--- config.mk ---
export PLATFORM = sky130hd
export DESIGN_NAME = restoring_divider
export DESIGN_NICKNAME = d
export VERILOG_FILES = /design/src/rtl/restoring_divider.sv
export SDC_FILE = /design/constraint.sdc
export NUM_CORES = 1
export LEC_CHECK = 0
export CAP_MARGIN = 20
export CORE_MARGIN = 2
export CORE_UTILIZATION = 55
export DETAILED_ROUTE_END_ITERATION = 7
export PLACE_DENSITY = 0.82
export REMOVE_ABC_BUFFERS = 1
export SLEW_MARGIN = 20
export SYNTH_ARGS = -nofsm -noshare
export SYNTH_HDL_FRONTEND = slang
export SYNTH_SLANG_ARGS = --single-unit
--- constraint.sdc ---
create_clock -name clock -period 4.45 [get_ports clock]
set_input_delay 0.6675 -clock clock [delete_from_list [all_inputs] [get_ports clock]]
set_output_delay 0.6675 -clock clock [all_outputs]
set_load 0.02 [all_outputs]
--- src/rtl/restoring_divider.sv ---
// Sequential unsigned restoring divider: one quotient bit per clock, with the
// trial subtraction done by a parallel-prefix adder as x + ~y + 1.

module prefix_adder #(
    parameter int WIDTH  = 8,
    parameter int LEVELS = 3
) (
    input  logic [WIDTH-1:0] x,
    input  logic [WIDTH-1:0] y,
    input  logic             carry_in,
    output logic [WIDTH-1:0] sum,
    output logic             carry_out
);
    logic [LEVELS:0][WIDTH-1:0] g_s;
    logic [LEVELS:0][WIDTH-1:0] p_s;
    logic [WIDTH:0]             c_s;

    // Kogge-Stone generate/propagate tree, then fold carry_in into every carry.
    always_comb begin
        int span;
        int j;
        g_s    = '0;
        p_s    = '0;
        c_s    = '0;
        span   = 32'sd1;
        j      = 32'sd0;
        g_s[0] = x & y;
        p_s[0] = x ^ y;
        for (int l = 0; l < LEVELS; l++) begin
            span = 32'sd1 << l;
            for (int i = 0; i < WIDTH; i++) begin
                if (i >= span) begin
                    j = i - span;
                    g_s[l+1][i] = g_s[l][i] | (p_s[l][i] & g_s[l][j]);
                    p_s[l+1][i] = p_s[l][i] & p_s[l][j];
                end else begin
                    g_s[l+1][i] = g_s[l][i];
                    p_s[l+1][i] = p_s[l][i];
                end
            end
        end
        c_s[0] = carry_in;
        for (int i = 0; i < WIDTH; i++) begin
            c_s[i+1] = g_s[LEVELS][i] | (p_s[LEVELS][i] & carry_in);
        end
    end

    assign sum       = p_s[0] ^ c_s[WIDTH-1:0];
    assign carry_out = c_s[WIDTH];
endmodule

module restoring_divider #(
    parameter int WIDTH  = 8,
    parameter int LEVELS = 3
) (
    input  logic             clock,
    input  logic             reset,
    input  logic             start,
    input  logic [WIDTH-1:0] dividend,
    input  logic [WIDTH-1:0] divisor,
    output logic             busy,
    output logic             done,
    output logic [WIDTH-1:0] quotient,
    output logic [WIDTH-1:0] remainder,
    output logic             div_by_zero
);
    localparam int CW = (WIDTH > 1) ? $clog2(WIDTH) : 1;
    localparam logic [CW-1:0] LAST_STEP = CW'(WIDTH - 1);

    typedef enum logic [1:0] {
        IDLE = 2'd0,
        RUN  = 2'd1,
        DONE = 2'd2
    } state_t;

    state_t           state_r;
    logic [WIDTH-1:0] p_r;
    logic [WIDTH-1:0] q_r;
    logic [WIDTH-1:0] d_r;
    logic [CW-1:0]    count_r;
    logic             busy_r;
    logic             done_r;
    logic [WIDTH-1:0] quotient_r;
    logic [WIDTH-1:0] remainder_r;
    logic             dbz_r;

    logic [WIDTH:0]   s_s;
    logic [WIDTH-1:0] diff_s;
    logic             cout_s;
    logic             take_s;
    logic [WIDTH-1:0] next_p_s;
    logic [WIDTH-1:0] next_q_s;

    // Shift the next dividend bit into the partial remainder and trial-subtract D.
    assign s_s = {p_r, q_r[WIDTH-1]};

    prefix_adder #(.WIDTH(WIDTH), .LEVELS(LEVELS)) u_sub (
        .x         (s_s[WIDTH-1:0]),
        .y         (~d_r),
        .carry_in  (1'b1),
        .sum       (diff_s),
        .carry_out (cout_s)
    );

    // A set top bit of s means s >= 2^WIDTH > D, so the subtraction always fits.
    assign take_s   = s_s[WIDTH] | cout_s;
    assign next_p_s = take_s ? diff_s : s_s[WIDTH-1:0];
    assign next_q_s = {q_r[WIDTH-2:0], take_s};

    // Control FSM with datapath registers and registered result outputs.
    always_ff @(posedge clock) begin
        if (!reset) begin
            state_r     <= IDLE;
            p_r         <= {WIDTH{1'b0}};
            q_r         <= {WIDTH{1'b0}};
            d_r         <= {WIDTH{1'b0}};
            count_r     <= {CW{1'b0}};
            busy_r      <= 1'b0;
            done_r      <= 1'b0;
            quotient_r  <= {WIDTH{1'b0}};
            remainder_r <= {WIDTH{1'b0}};
            dbz_r       <= 1'b0;
        end else begin
            case (state_r)
                IDLE: begin
                    done_r <= 1'b0;
                    if (start) begin
                        if (divisor != {WIDTH{1'b0}}) begin
                            d_r     <= divisor;
                            p_r     <= {WIDTH{1'b0}};
                            q_r     <= dividend;
                            count_r <= {CW{1'b0}};
                            busy_r  <= 1'b1;
                            state_r <= RUN;
                        end else begin
                            quotient_r  <= {WIDTH{1'b1}};
                            remainder_r <= dividend;
                            dbz_r       <= 1'b1;
                            done_r      <= 1'b1;
                            state_r     <= DONE;
                        end
                    end else begin
                        state_r <= IDLE;
                    end
                end
                RUN: begin
                    p_r     <= next_p_s;
                    q_r     <= next_q_s;
                    count_r <= count_r + {{(CW-1){1'b0}}, 1'b1};
                    if (count_r == LAST_STEP) begin
                        busy_r      <= 1'b0;
                        done_r      <= 1'b1;
                        quotient_r  <= next_q_s;
                        remainder_r <= next_p_s;
                        dbz_r       <= 1'b0;
                        state_r     <= DONE;
                    end else begin
                        state_r <= RUN;
                    end
                end
                DONE: begin
                    done_r  <= 1'b0;
                    state_r <= IDLE;
                end
                default: begin
                    busy_r  <= 1'b0;
                    done_r  <= 1'b0;
                    state_r <= IDLE;
                end
            endcase
        end
    end

    assign busy        = busy_r;
    assign done        = done_r;
    assign quotient    = quotient_r;
    assign remainder   = remainder_r;
    assign div_by_zero = dbz_r;
endmodule

==> flow_summary.json <==
{
  "arrival_ps": 2790,
  "synth.cells.most_frequent": "sky130_fd_sc_hd__dfxtp_1 (48), sky130_fd_sc_hd__nor2_1 (35), sky130_fd_sc_hd__nand2_1 (25)",
  "whs_path_depth": 2,
  "cellPowerDensity_nw_per_um2": 342,
  "io_buffer_count": 37,
  "finish.net_count": 331,
  "max-vdd-ir-drop_uv": 150,
  "clkSlewWorstSetupHoldPaths_ps": 90,
  "dr.first_iter.drc_count": 131,
  "die_width_um": 69.8,
  "critical_path.endpoint_type": "flip-flop",
  "fill_cells": 356,
  "critPathRequiredTime_ps": 4680,
  "yosys_register_bits": 48,
  "synth-async-reset-ratio": 0,
  "tritoncts_clock_tree": "done",
  "post_cts_resize_count": 0,
  "floorplan.initialDensity": 0.583,
  "synth.yosys.seq_area_share": 0.403,
  "worst-r2r-cell-count": 7,
  "numCtsBuffers": 5,
  "design.core.area_um2": 4090,
  "ys_warn_count": 0,
  "number_of_enable_type_register_cells_in_the_synthesized_netlist": 0,
  "preCtsSetupSlack_ps": 1570,
  "final_critical_path_setup_slack_ps": 1900,
  "result_of_the_run": "finished, final reports clean",
  "grt_antenna_before_repair": 0,
  "finClkSkew_ps": 8.49,
  "detailedRoute.firstPassIterationCount": 4,
  "post_synth_inst_count": 271,
  "final.min_clock_period_ps": 2550,
  "routed-via-count": 2065,
  "htreeDepth": 2,
  "synth_area_leader_cell": "sky130_fd_sc_hd__dfxtp_1",
  "timing.slew.headroom": 0.286,
  "max_clock_freq_mhz": 391,
  "holdBufCountCts": 0,
  "via_count_of_the_first_global_routing_pass": 1913,
  "critical_path.max_fanout": 15,
  "final_area_um2": 2840,
  "ioPinCount": 38,
  "dpl_cell_area_um2": 2750,
  "leading_post_synthesis_cells_by_cell_area": "sky130_fd_sc_hd__dfxtp_1 (40%), sky130_fd_sc_hd__ha_1 (5.8%), sky130_fd_sc_hd__nor2_1 (5.5%)",
  "clk_path_buf_depth": 2,
  "unrepaired_setup_endpoints_after_global_routing": "false",
  "worstMarginPinSlew_ps": 1070,
  "insertion_delay_ps": 310,
  "cts_num_sinks": 48,
  "fin_cells": 352,
  "total_leakage_power_nw": 1.07,
  "drv_cap": 0,
  "synth_area_per_cell_um2": 8.80,
  "finalHoldViolations": 0,
  "place.detailed.instances": 344,
  "die_y_um": 69.8,
  "detail_route.vias_per_cell": 5.87,
  "setup-violations-final": 0,
  "antenna_cells": 0,
  "drv_slew": 0,
  "startpoint_type_of_the_worst_setup_path": "input port",
  "route.final.wire_length_mm": 5.21,
  "maximum_number_of_pins_on_one_net_before_global_route_repair": 30,
  "synth_area_um2": 2380,
  "num_rows": 23,
  "synth_top_cell_area_share": 0.403,
  "hold_path_class": "reg2reg",
  "root_buffer": "sky130_fd_sc_hd__clkbuf_8",
  "setup-tns-final_ps": 0,
  "routabilityCongestion": 0.783,
  "grt_first_pass_wirelength_mm": 8.80,
  "area_growth_pct": 19.0,
  "dieArea_um2": 4880,
  "timing_worst_setup_path_type": "in2reg",
  "min_period_over_period": 0.574,
  "gr-usage-all-layers": 0.221,
  "dp.final_hpwl_mm": 3.64,
  "synth_ff_type": "sky130_fd_sc_hd__dfxtp_1",
  "ratio_of_cells_with_drive_above_1_in_the_final_layout": 0.106,
  "per_cell_routed_wire_length_um": 14.8,
  "gr-total-overflow": 0,
  "antenna_violating_nets_left": 0,
  "remaining_drc_errors": 0,
  "cts.repair_timing.setup_buffer_count": 0,
  "synthMostInstantiatedCell": "sky130_fd_sc_hd__dfxtp_1",
  "synthDistinctLibCells": 47
}
-- cell type report --
type | instances | area [um^2] | share of cell area
Sequential cell | 48 | 961 | 0.339
Tap cell | 50 | 62.6 | 0.0221
Clock buffer | 5 | 68.8 | 0.0243
Timing Repair Buffer | 38 | 378 | 0.133
Inverter | 15 | 56.3 | 0.0199
Multi-Input combinational cell | 193 | 1290 | 0.455
Clock inverter | 3 | 18.8 | 0.00662
-- report_power, final --
part	switching (W)	internal (W)	total [W]
Clock	0.000153	0.000110	0.000263
Sequential	0.0000164	0.000450	0.000467
Combinational	0.000141	0.000100	0.000241
-- sequential cells by signal (all words and copies together), names as in the netlist --
register and cells:
q_r 8, count_r 3, busy 1, state_r 2
p_r 8, d_r 8, div_by_zero 1, done 1
quotient 8, remainder 8
-- routing by layer --
metal  global-route usage  vias up  share of wire
li1                     -     1057              -
met3               0.0465        7          0.063
met5                    0        -              0
met1                0.278      933           0.45
met2                0.381       68           0.47
met4               0.0641        0          0.012
-- per-stage QoR --
step | hold WS, ps | utilization | power, W
2_1_floorplan | 436 | - | 0.000649
3_3_place_gp | 452 | 0.672 | 0.000710
3_5_place_dp | 452 | 0.672 | 0.000716
4_1_cts | 463 | 0.694 | 0.000975
5_1_grt | 518 | 0.694 | 0.00102
6_report | 461 | 0.694 | 0.000970
-- cells in the final DEF, fill, tap and decap left out, drive strengths merged, types with 2 or more instances in the layout --
master and n:
nor4 2, a211oi 3, o21a 2, or3 3
clkdlybuf4s50 37, o21ai 22, dfxtp 48, clkinv 3
nor3 5, clkbuf 5, nand2 25, a21o 3
a311oi 7, a41oi 3, a21oi 23, a22oi 3
nor2 35, nand3 9, a31oi 9, a221oi 3
or4b 2, inv 15, o221a 7, ha 11
a32oi 3
-- critical path, cell delays in order --
cell and delay, ps:
sky130_fd_sc_hd__clkdlybuf4s50_1 470, sky130_fd_sc_hd__nor4_4 470, sky130_fd_sc_hd__nand4_4 190, sky130_fd_sc_hd__a21oi_2 580, sky130_fd_sc_hd__o21ai_0 210, sky130_fd_sc_hd__a41oi_2 200
-- worst paths after layout --
check | start | to | slack, ps
hold reg to reg | p_r[7] | p_r[7] | 460
setup / recovery | divisor[7] | remainder[2] | 1900
setup reg to reg | q_r[7] | remainder[2] | 2010
hold / removal | p_r[7] | p_r[7] | 460
-- cells by family (layout without fill, tap and decap cells) --
kind of cell,count (synthesis),in the layout,share of synthesized area
and+or+nand+nor,87,87,0.190
xor gates and xnor gates,2,2,0.00735
AOI/OAI and AO/OA,92,92,0.282
buffers and inverters,30,61,0.0556
muxes,1,1,0.00472
DFF,48,48,0.403
adders and majority gates,11,11,0.0577
Note: power is estimated with default switching activity, not from simulation.
